==> src/rtl/axi4_slave_pkg.sv <==
// Shared AXI4 slave definitions: response encoding and the FORCE_OKAY mapping helper.
package axi4_slave_pkg;

  typedef enum logic [1:0] {
    OKAY   = 2'b00,
    EXOKAY = 2'b01,
    SLVERR = 2'b10,
    DECERR = 2'b11
  } resp_t;

  function automatic resp_t map_resp(input bit force_okay, input logic [1:0] resp);
    return force_okay ? OKAY : resp_t'(resp);
  endfunction

endpackage

==> src/rtl/axi4_sync_fifo.sv <==
// Generic DEPTH x WIDTH synchronous FIFO with push-while-full-and-popping, occupancy count
// and a sticky overflow flag. Read data is masked to zero when empty.
module axi4_sync_fifo #(
  parameter int unsigned WIDTH     = 8,
  parameter int unsigned DEPTH     = 4,
  parameter int unsigned CNT_WIDTH = $clog2(DEPTH) + 1
) (
  input  logic                 clk,
  input  logic                 rst,
  input  logic                 push_valid_i,
  input  logic [WIDTH-1:0]     push_data_i,
  output logic                 push_ready_o,
  output logic                 pop_valid_o,
  input  logic                 pop_ready_i,
  output logic [WIDTH-1:0]     pop_data_o,
  output logic [CNT_WIDTH-1:0] count_o,
  output logic                 overflow_o
);

  localparam int unsigned PtrW = $clog2(DEPTH);

  logic [WIDTH-1:0]     mem_q [DEPTH];
  logic [PtrW-1:0]      wr_ptr_q, wr_ptr_d;
  logic [PtrW-1:0]      rd_ptr_q, rd_ptr_d;
  logic [CNT_WIDTH-1:0] count_q, count_d;
  logic                 overflow_q, overflow_d;
  logic                 do_push, do_pop;

  assign pop_valid_o  = (count_q != '0);
  assign do_pop       = pop_valid_o && pop_ready_i;
  assign push_ready_o = (count_q < CNT_WIDTH'(DEPTH)) || do_pop;
  assign do_push      = push_valid_i && push_ready_o;
  // Masking keeps the head output at zero after reset although storage is not reset.
  assign pop_data_o   = pop_valid_o ? mem_q[rd_ptr_q] : '0;
  assign count_o      = count_q;
  assign overflow_o   = overflow_q;

  always_comb begin
    wr_ptr_d   = wr_ptr_q;
    rd_ptr_d   = rd_ptr_q;
    count_d    = count_q;
    overflow_d = overflow_q;
    if (do_push) wr_ptr_d = wr_ptr_q + 1'b1;
    if (do_pop)  rd_ptr_d = rd_ptr_q + 1'b1;
    unique case ({do_push, do_pop})
      2'b10:   count_d = count_q + 1'b1;
      2'b01:   count_d = count_q - 1'b1;
      default: count_d = count_q;
    endcase
    if (push_valid_i && !push_ready_o) overflow_d = 1'b1;
  end

  always_ff @(posedge clk or posedge rst) begin
    if (rst) begin
      wr_ptr_q   <= '0;
      rd_ptr_q   <= '0;
      count_q    <= '0;
      overflow_q <= 1'b0;
    end else begin
      wr_ptr_q   <= wr_ptr_d;
      rd_ptr_q   <= rd_ptr_d;
      count_q    <= count_d;
      overflow_q <= overflow_d;
    end
  end

  always_ff @(posedge clk) begin
    if (do_push) mem_q[wr_ptr_q] <= push_data_i;
  end

endmodule

==> src/rtl/axi4_slave_bresp_queue.sv <==
// AXI4 slave write-response queue: one {BID, BRESP} entry per completed burst, drained
// over the B channel in push order.
module axi4_slave_bresp_queue
  import axi4_slave_pkg::*;
#(
  parameter int unsigned ID_WIDTH   = 4,
  parameter int unsigned DEPTH      = 4,
  parameter bit          FORCE_OKAY = 1'b0,
  parameter int unsigned CNT_WIDTH  = $clog2(DEPTH) + 1
) (
  input  logic                 clk,
  input  logic                 rst,
  input  logic                 push_valid,
  input  logic [ID_WIDTH-1:0]  push_id,
  input  logic [1:0]           push_resp,
  output logic                 push_ready,
  output logic                 bvalid,
  input  logic                 bready,
  output logic [ID_WIDTH-1:0]  bid,
  output logic [1:0]           bresp,
  output logic [CNT_WIDTH-1:0] count,
  output logic                 overflow
);

  typedef struct packed {
    logic [ID_WIDTH-1:0] id;
    resp_t               resp;
  } bresp_entry_t;

  bresp_entry_t push_entry, head_entry;

  assign push_entry.id   = push_id;
  assign push_entry.resp = map_resp(FORCE_OKAY, push_resp);

  axi4_sync_fifo #(
    .WIDTH     ($bits(bresp_entry_t)),
    .DEPTH     (DEPTH),
    .CNT_WIDTH (CNT_WIDTH)
  ) u_fifo (
    .clk          (clk),
    .rst          (rst),
    .push_valid_i (push_valid),
    .push_data_i  (push_entry),
    .push_ready_o (push_ready),
    .pop_valid_o  (bvalid),
    .pop_ready_i  (bready),
    .pop_data_o   (head_entry),
    .count_o      (count),
    .overflow_o   (overflow)
  );

  assign bid   = head_entry.id;
  assign bresp = head_entry.resp;

endmodule

==> config.mk <==
export PLATFORM = sky130hd
export DESIGN_NAME = axi4_slave_bresp_queue
export DESIGN_NICKNAME = d
export VERILOG_FILES = /design/src/rtl/axi4_slave_pkg.sv /design/src/rtl/axi4_sync_fifo.sv /design/src/rtl/axi4_slave_bresp_queue.sv
export SDC_FILE = /design/constraint.sdc
export NUM_CORES = 1
export LEC_CHECK = 0
export ABC_CLOCK_PERIOD_IN_PS = 2300
export CORE_ASPECT_RATIO = 1.1
export CORE_UTILIZATION = 38
export DETAILED_ROUTE_END_ITERATION = 10
export GPL_TIMING_DRIVEN = 0
export PLACE_DENSITY_LB_ADDON = 0.25
export SETUP_SLACK_MARGIN = 0.2
export SLEW_MARGIN = 20
export SYNTH_ARGS = -nofsm -noshare
export SYNTH_HDL_FRONTEND = slang
export SYNTH_HIERARCHICAL = 1
export SYNTH_SLANG_ARGS = --single-unit
==> constraint.sdc <==
create_clock -name clk -period 2.3 [get_ports clk]
set_input_delay 0.46 -clock clk [delete_from_list [all_inputs] [get_ports clk]]
set_output_delay 0.46 -clock clk [all_outputs]
set_load 0.05 [all_outputs]
## Yosys cells after proc, flatten, opt, wreduce, memory -nomap -nowiden

Memories as Yosys holds them, arrays and structs flattened.
Cells that the tools add are included.

- Flip-flop bits (word level): 8
- Output and inout port bits: 12
- Memories: 1
- Word-level logic and storage cells: 23
- Bits in writable memories: 24
- Bits of input ports: 10

- $add $sub $neg: 4
- $lt $le $gt $ge: 1
- Equality and inequality tests: 2
- Reductions and logical operators: 7
- Mux-type cells: 4

Memory list:

| name | words | width | rd ports | clocked after Yosys merged registers in | wr ports | line | RTL |
|---|---|---|---|---|---|---|---|
| u_fifo.mem_q | 4 | 6 | 1 | 0 | 1 | axi4_sync_fifo.sv:22 | `logic [WIDTH-1:0] mem_q [DEPTH];` |

Operators with widths:

| operator | number |
|---|---|
| 2-to-1 mux 6 bit | 1 |
| case mux 3 bit (2 select lines) | 1 |
| adder 2 x 1 -> 2 bit, second input constant | 2 |
| adder 3 x 1 -> 3 bit, second input constant | 1 |
| logical AND 1 bit | 3 |
| less-than comparator 3 bit, second input constant | 1 |
| nonzero test 3 bit | 1 |
| subtractor 3 x 1 -> 3 bit, second input constant | 1 |
| == test 2 x 1 -> 1 bit, second input constant | 1 |
| == test 2 bit, second input constant | 1 |
| 2-to-1 mux 1 bit | 2 |
| nonzero test 2 bit | 1 |
| logical NOT 1 bit | 1 |
| logical OR 1 bit | 1 |

## Depth between registers and ports, before layout

Gate-level depths: netlist (run 1).

- Depth in word-level cells: 6
- Depth in mapped cells: 9
- Gate-level depth less buffers: 8

## Worst setup path after synthesis (run 1)

No wires, ideal clock.

- Path kind: register to register
- From: reg u_fifo.count_q[2] (netlist: u_fifo/count_o[2])
- To: reg u_fifo.count_q[2] (netlist: u_fifo/count_o[2])
- Path buffers: 0
- Required time: 2218 ps
- Slack: -127 ps
- Clock period less this slack: 2427 ps
- Data arrival time: 2345 ps
- Stages on the path, launching flop included: 9
- Setup time: 82 ps
- Path through: dfrtp_1 or2b_1 nand2_1 ha_1 inv_1 fa_1 xor2_1 nor2_1 xor2_1

- Word-level cells in the longest chain between the ends: 6
- Elaborated cells between the ends (all ways): 11
- Those cells by class: 2 x add/sub; 1 x order compare; 2 x eq/ne; 1 x mux; 5 x reduce/logical

Ends and longest elaborated chain:

| item | line | RTL |
|---|---|---|
| start: declaration | axi4_sync_fifo.sv:25 | `logic [CNT_WIDTH-1:0] count_q, count_d;` |
| start signal: assignment | axi4_sync_fifo.sv:62 | `count_q <= count_d;` |
| parallel branches: the longest is 2 deep, another holds less-than comparator 3 bit | - |  |
| logical OR 1 bit * | axi4_sync_fifo.sv:31 | `assign push_ready_o = (count_q < CNT_WIDTH'(DEPTH)) \|\| do_pop;` |
| net push_ready | axi4_slave_bresp_queue.sv:16 | `output logic push_ready,` |
| logical AND 1 bit * | axi4_sync_fifo.sv:32 | `assign do_push = push_valid_i && push_ready_o;` |
| == test 2 x 1 -> 1 bit or == test 2 bit (tied branches) | axi4_sync_fifo.sv:45 | `unique case ({do_push, do_pop})` |
| case mux 3 bit (2 select lines) or nonzero test 2 bit (tied branches) | - |  |

Mark *: on every way through the listed nets, which the timed path passes.
A chain may end at the register's enable or synchronous reset.

## Worst setup path in the final report (run 1)

- From: reg u_fifo.rd_ptr_q[0]
- To: out bid[1]

- Word-level cells in the longest chain between the ends: 2

Ends and longest elaborated chain:

| item | line | RTL |
|---|---|---|
| start: declaration | axi4_sync_fifo.sv:24 | `logic [PtrW-1:0] rd_ptr_q, rd_ptr_d;` |
| start signal: assignment | axi4_sync_fifo.sv:61 | `rd_ptr_q <= rd_ptr_d;` |
| memory read (4 x 6 bit) | - |  |
| 2-to-1 mux 6 bit | axi4_sync_fifo.sv:34 | `assign pop_data_o = pop_valid_o ? mem_q[rd_ptr_q] : '0;` |
| end: declaration | axi4_slave_bresp_queue.sv:19 | `output logic [ID_WIDTH-1:0] bid,` |

No other way between the ends.

==> results of run 1 <==
## layout by cell type, fill, tap and decap left out, drive strengths merged
cell and n:
clkdlybuf4s15 1, and3 4, bufinv 1, fa 1, inv 7, dfrtp 8
buf 10, nor2 1, ha 5, nand2 1, o21bai 1, nand3 1
clkinv 1, clkbuf 6, mux4 6, clkinvlp 1, or3 1, xor2 3
and2 7, xnor2 3, clkdlybuf4s50 13, mux2i 1, edfxtp 24, or2b 1
mux2 1
## kinds of logic after synthesis
family,after synthesis,share of synthesized area
AND/OR/NAND/NOR,16,0.0714
multiplexers,8,0.114
AO/OA/AOI/OAI,1,0.00550
XOR/XNOR,6,0.0385
adder cells (fa/ha/maj),6,0.0604
flip-flops,32,0.674
buffers and inverters,10,0.0357
## repair_timing
item                       in CTS  in global routing
buffers inserted                1                  0
gates resized for setup        63                  2
pin swaps                       5                  1
setup endpoints to repair       8                  7
## worst max path at each step
stage / depth (start not counted) / slack [ns] / end / startpoint
2_1_floorplan: 9 / 0.21 / u_fifo/count_o[2]$_DFFE_PP0P_ / u_fifo/count_o[1]$_DFFE_PP0P_
3_3_place_gp: 3 / -0.10 / push_ready / bready
3_5_place_dp: 3 / -0.10 / push_ready / bready
4_1_cts: 4 / 0.17 / bresp[0] / u_fifo/rd_ptr_q[0]$_DFFE_PP0P_
5_1_grt: 4 / 0.13 / bid[1] / u_fifo/rd_ptr_q[0]$_DFFE_PP0P_
6_report: 4 / 0.21 / bid[1] / u_fifo/rd_ptr_q[0]$_DFFE_PP0P_
## sequential cells by signal, indices dropped and copies added (netlist names)
| register | count |
|---|---|
| u_fifo/overflow_o | 1 |
| u_fifo/wr_ptr_q | 2 |
| u_fifo/rd_ptr_q | 2 |
| u_fifo/mem_q | 24 |
| u_fifo/count_o | 3 |
## worst reg2reg max path, cell delays in order (launching register included)
cell	delay, ns
dfrtp_2	0.44
or3_1	0.36
buf_6	0.15
and2_4	0.17
ha_4	0.16
inv_2	0.05
fa_2	0.19
xor2_1	0.15
nor2_1	0.06
xor2_1	0.13
## through the flow
step / total power (uW) / cells / area [um2] / setup slack (ns) / hold slack (ns)
2_1_floorplan: 1770 / 79 / 1390 / 0.207 / 0.275
3_3_place_gp: 2110 / 148 / 1660 / -0.101 / 0.462
3_5_place_dp: 2150 / 148 / 1660 / -0.105 / 0.468
4_1_cts: 2750 / 157 / 1790 / 0.171 / 0.371
5_1_grt: 2880 / 157 / 1800 / 0.129 / 0.388
6_report: 2730 / 157 / 1800 / 0.209 / 0.367
## power breakdown
part / total (uW) / internal, uW / switching (uW) / leakage, uW
combinational: 1470 / 679 / 790 / 0.000347
clock: 418 / 226 / 191 / 0.0000412
sequential: 839 / 773 / 65.6 / 0.000307
total: 2730 / 1680 / 1050 / 0.000695
## routing by layer
metal | track usage | routed length (um) | vias to the layer above
met5 | 0 | 0 | -
met4 | 0.0714 | 57 | 0
met3 | 0.0639 | 126 | 6
met2 | 0.214 | 1080 | 19
met1 | 0.167 | 891 | 362
li1 | - | - | 345
## layout make-up
cell class | count | area (um2) | share of cell area
Clock inverter | 3 | 42.5 | 0.0236
Inverter | 7 | 26.3 | 0.0146
Tap cell | 48 | 60.1 | 0.0334
Sequential cell | 32 | 925 | 0.514
Clock buffer | 5 | 37.5 | 0.0208
Timing Repair Buffer | 22 | 244 | 0.136
Multi-Input combinational cell | 37 | 438 | 0.243
Buffer | 3 | 27.5 | 0.0153
==> flow_metrics.env, run 1 <==
export IMPL_grt_overflow_total=0
export IMPL_r2r_cells=9
export IMPL_path_cells="buf_6 -> mux4_2 -> and2_4 -> buf_8"
export IMPL_htreeDepth=2
export IMPL_hold_path_class="in2async"
export IMPL_power_density_mw_per_mm2=1510
export IMPL_yosys_top_cells_count="edfxtp_1, dfrtp_1, inv_1"
export IMPL_critical_path_class="reg2out"
export IMPL_critPathBufInv=2
export IMPL_timing_hold_violations_final=0
export IMPL_hpwl_um=1530
export IMPL_ys_seq_area_frac=0.674
export IMPL_ant_nets=0
export IMPL_cts_buffers=5
export IMPL_coreArea_mm2=0.00339
export IMPL_cts_tree="built"
export IMPL_ys_types=22
export IMPL_worst_slew_pin_slew_ns=0.499
export IMPL_synth_top_area_cell="edfxtp_1"
export IMPL_worstPathMaxFanout=7
export IMPL_die_area_mm2=0.00384
export IMPL_synth_top_area_frac=0.527
export IMPL_rsz0062_at_grt="true"
export IMPL_die_h_um=64.9
export IMPL_clock_skew_ns=0.00975
export IMPL_fin_util=0.532
export IMPL_hold_buffers=0
export IMPL_finalSetupViolCount=0
export IMPL_r2r_start="u_fifo/count_o[2]$_DFFE_PP0P_"
export IMPL_cp_required_ns=1.84
export IMPL_maxCapViolations=0
export IMPL_final_period_utilization=0.909
export IMPL_fillers=283
export IMPL_port_buffers=21
export IMPL_cp_end_kind="primary output"
export IMPL_root_buffer="clkbuf_4"
export IMPL_syn_inst=79
export IMPL_period_minus_slack_ns=2.09
export IMPL_peakVddDrop_mv=0.616
export IMPL_fmax_mhz=478
export IMPL_io_pins=22
export IMPL_nets=124
export IMPL_cts_sinks=32
export IMPL_n_antenna_cell=0
export IMPL_drtIter0Drc=8
export IMPL_start_util=0.404
export IMPL_wl_per_cell_um=13.7
export IMPL_cpPeakStageDelay_ns=0.50
export IMPL_antenna_found_initial=0
export IMPL_synth_most_common_cell="edfxtp_1"
export IMPL_synthTopCellsByArea="edfxtp_1, dfrtp_1, mux4_2, ha_1, and2_1"
export IMPL_async_flop_share=0.250
export IMPL_critPathLaunchType="flop"
export IMPL_fin_tns_setup_ns=0
export IMPL_rows=22
export IMPL_grt_pass1_vias=751
export IMPL_synth_warnings=6
export IMPL_cts_max_path_buffers=2
export IMPL_synth_flop_cell="edfxtp_1"
export IMPL_grt_total_usage=0.141
export IMPL_synth_nets=95
export IMPL_syn_cell_area_mm2=0.00137
export IMPL_dr_pass1_iters=3
export IMPL_vias=732
export IMPL_p_leak_uw=0.000695
export IMPL_synth_edf_count=24
export IMPL_arrival_ns=1.63
export IMPL_area_delta_synth_final_pct=31.8
export IMPL_path_clk_slew_ns=0.10
export IMPL_syn_avg_cell_area_um2=17.3
export IMPL_place_congestion=0.681
export IMPL_cp_slowest_cell="mux4_2"
export IMPL_r2r_slack_ns=0.33
export IMPL_drive_gt1_frac=0.385
export IMPL_grt_pass1_wl_um=3710
export IMPL_cp_top_family="multiplexers"
export IMPL_r2r_end="u_fifo/count_o[2]$_DFFE_PP0P_"
export IMPL_drc=0
export IMPL_fp_dieW_um=59.2
export IMPL_slew_violations=0
export IMPL_grt_max_degree=12
export IMPL_via_per_inst=4.66
export IMPL_status="finished, final reports clean"
export IMPL_ys_ff_latch=32
export IMPL_relSlewSlack=0.666
export IMPL_clock_latency_ns=0.33
export IMPL_drt_wl_total_um=2150
(Power assumes the default switching activity.)
==> run 2, diff against run 1 <==
ABC_CLOCK_PERIOD_IN_PS = not set   (was 2300)
==> results of run 2 <==
No change in the layout: final DEF, timing and power equal those of run 1.
==> run 3, diff against run 2 <==
CORE_UTILIZATION = 41   (was 38)
PLACE_DENSITY_LB_ADDON = not set   (was 0.25)
==> run 3 against run 2 <==
Compared with the run above: the run now ends with DRC left; critical path depth stayed put; worst hold slack better by 0.0063 ns; clock skew is 0.0016 ns lower; setup slack better by 0.0076 ns; largest cell class unchanged.
==> flow_metrics.env, run 3 (synthesis gave the netlist of run 1 again) <==
export IMPL_status="finished with violations"
export IMPL_violations="DRC"
export IMPL_arrival_ns=1.62
export IMPL_final_cell_mix="edfxtp_1, clkdlybuf4s50_1, and2_4"
export IMPL_layout_commonest_cell="edfxtp_1"
export IMPL_finalSetupViolCount=0
export IMPL_wl_per_cell_um=14.9
export IMPL_critical_path_class="reg2out"
export IMPL_grt_busiest_layer="met2"
export IMPL_grt_overflow_total=0
export IMPL_period_minus_slack_ns=2.08
export IMPL_regMostFlops="u_fifo/mem_q"
export IMPL_dr_pass1_iters=9
export IMPL_p_leak_uw=0.000693
export IMPL_grtUsageMet3=0.0435
export IMPL_io_pins=22
export IMPL_cp_end_kind="primary output"
export IMPL_clock_skew_ns=0.00814
export IMPL_grt_pass1_wl_um=3410
export IMPL_hpwl_um=1470
export IMPL_drive_gt1_frac=0.376
export IMPL_fillers=249
export IMPL_rows=21
export IMPL_coreArea_mm2=0.00310
export IMPL_slew_violations=0
export IMPL_htreeDepth=2
export IMPL_fin_tns_setup_ns=0
export IMPL_hold_path_class="in2async"
export IMPL_drc=2
export IMPL_n_antenna_cell=0
export IMPL_grt_max_degree=11
export IMPL_use_met1=0.175
export IMPL_relSlewSlack=0.666
export IMPL_path_clk_slew_ns=0.09
export IMPL_cts_tree="built"
export IMPL_fp_dieW_um=57.0
export IMPL_largest_register_ffs=24
export IMPL_timing_hold_violations_final=0
export IMPL_place_congestion=0.671
export IMPL_final_period_utilization=0.906
export IMPL_dp_slack_ns=-0.0917
export IMPL_port_buffers=21
export IMPL_via_per_inst=5.06
export IMPL_power_density_mw_per_mm2=1530
export IMPL_rsz0062_at_grt="true"
export IMPL_cts_sinks=32
export IMPL_root_buffer="clkbuf_4"
export IMPL_cts_max_path_buffers=2
export IMPL_drtIter0Drc=21
export IMPL_grt_use_met2=0.203
export IMPL_grt_total_usage=0.137
export IMPL_cts_buffers=5
export IMPL_ant_nets=0
export IMPL_fin_util=0.572
export IMPL_clock_latency_ns=0.33
export IMPL_worst_slew_pin_slew_ns=0.500
export IMPL_fmax_mhz=480
export IMPL_die_h_um=62.5
export IMPL_die_area_mm2=0.00357
export IMPL_drt_wl_total_um=2140
export IMPL_grt_pass1_vias=692
export IMPL_area_delta_synth_final_pct=29.9
export IMPL_maxCapViolations=0
export IMPL_nets=124
export IMPL_vias=723
export IMPL_total_power_uw=2720
export IMPL_peakVddDrop_mv=0.674
export IMPL_critPathLaunchType="flop"
export IMPL_cp_required_ns=1.84
export IMPL_start_util=0.441
export IMPL_antenna_found_initial=0
export IMPL_worstPathMaxFanout=7
export IMPL_setup_ws_ns=0.217
[run 3: changes by cell type in the layout (fill, tap and decap cells not counted), sizes merged]
cell / previous run / this run
clkinvlp: 1 / 0
clkbuf: 6 / 7
[run 3: timing repair]
| action | CTS | global route |
|---|---|---|
| hold buffers | 0 | 0 |
| pin swaps | 5 | 1 |
| resized for setup | 59 | 5 |
| setup endpoints to repair | 8 | 7 |
| buffers inserted | 1 | 0 |
[run 3: layout make-up]
class / instances / area (um2) / area share
well taps: 34 / 42.5 / 0.0240
repair buffers: 22 / 244 / 0.138
multi-input cells: 37 / 433 / 0.244
clock inverters: 2 / 35.0 / 0.0197
flip-flops and latches: 32 / 925 / 0.521
plain buffers: 3 / 27.5 / 0.0155
clock buffers: 6 / 41.3 / 0.0233
inverters: 7 / 26.3 / 0.0148
[run 3: power breakdown]
part | leakage (uW) | total [uW] | switching [uW] | internal, uW
Clock | 0.0000422 | 411 | 183 | 228
Combinational | 0.000345 | 1470 | 791 | 675
Sequential | 0.000307 | 842 | 68.4 | 773
Total | 0.000693 | 2720 | 1040 | 1680
[run 3: through the flow]
step	cells	area (um2)	hold slack [ns]
global route	143	1770	0.422
global placement	134	1640	0.463
CTS	143	1770	0.368
finish	143	1770	0.373
floorplan	79	1390	0.275
detailed placement	134	1640	0.478
[run 3: metal layers]
| metal | part of all wire | wire [um] | up-vias |
|---|---|---|---|
| met5 | 0 | 0 | - |
| met4 | 0.020 | 42 | 0 |
| met3 | 0.041 | 88 | 5 |
| met2 | 0.46 | 981 | 18 |
| met1 | 0.48 | 1020 | 357 |
| li1 | - | - | 343 |
[run 3: final timing paths]
| check | start | to | slack, ns | cells past startpoint |
|---|---|---|---|---|
| max in group asynchronous | rst | u_fifo/count_o[0]$_DFFE_PP0P_ | 1.67 | 2 |
| worst min register to register | u_fifo/count_o[0]$_DFFE_PP0P_ | u_fifo/count_o[0]$_DFFE_PP0P_ | 0.48 | 1 |
| min in group clk | u_fifo/count_o[0]$_DFFE_PP0P_ | u_fifo/count_o[0]$_DFFE_PP0P_ | 0.48 | 1 |
| worst max-delay path | u_fifo/rd_ptr_q[0]$_DFFE_PP0P_ | bid[1] | 0.22 | 4 |
| worst max register to register | u_fifo/count_o[1]$_DFFE_PP0P_ | u_fifo/count_o[2]$_DFFE_PP0P_ | 0.32 | 9 |
| worst min-delay path | rst | u_fifo/wr_ptr_q[0]$_DFFE_PP0P_ | 0.37 | 2 |
[run 3: critical path: stages (launching register included)]
cell and delay, ns:
dfrtp_1 0.35, buf_6 0.15, mux4_2 0.50, and2_4 0.16
buf_8 0.14
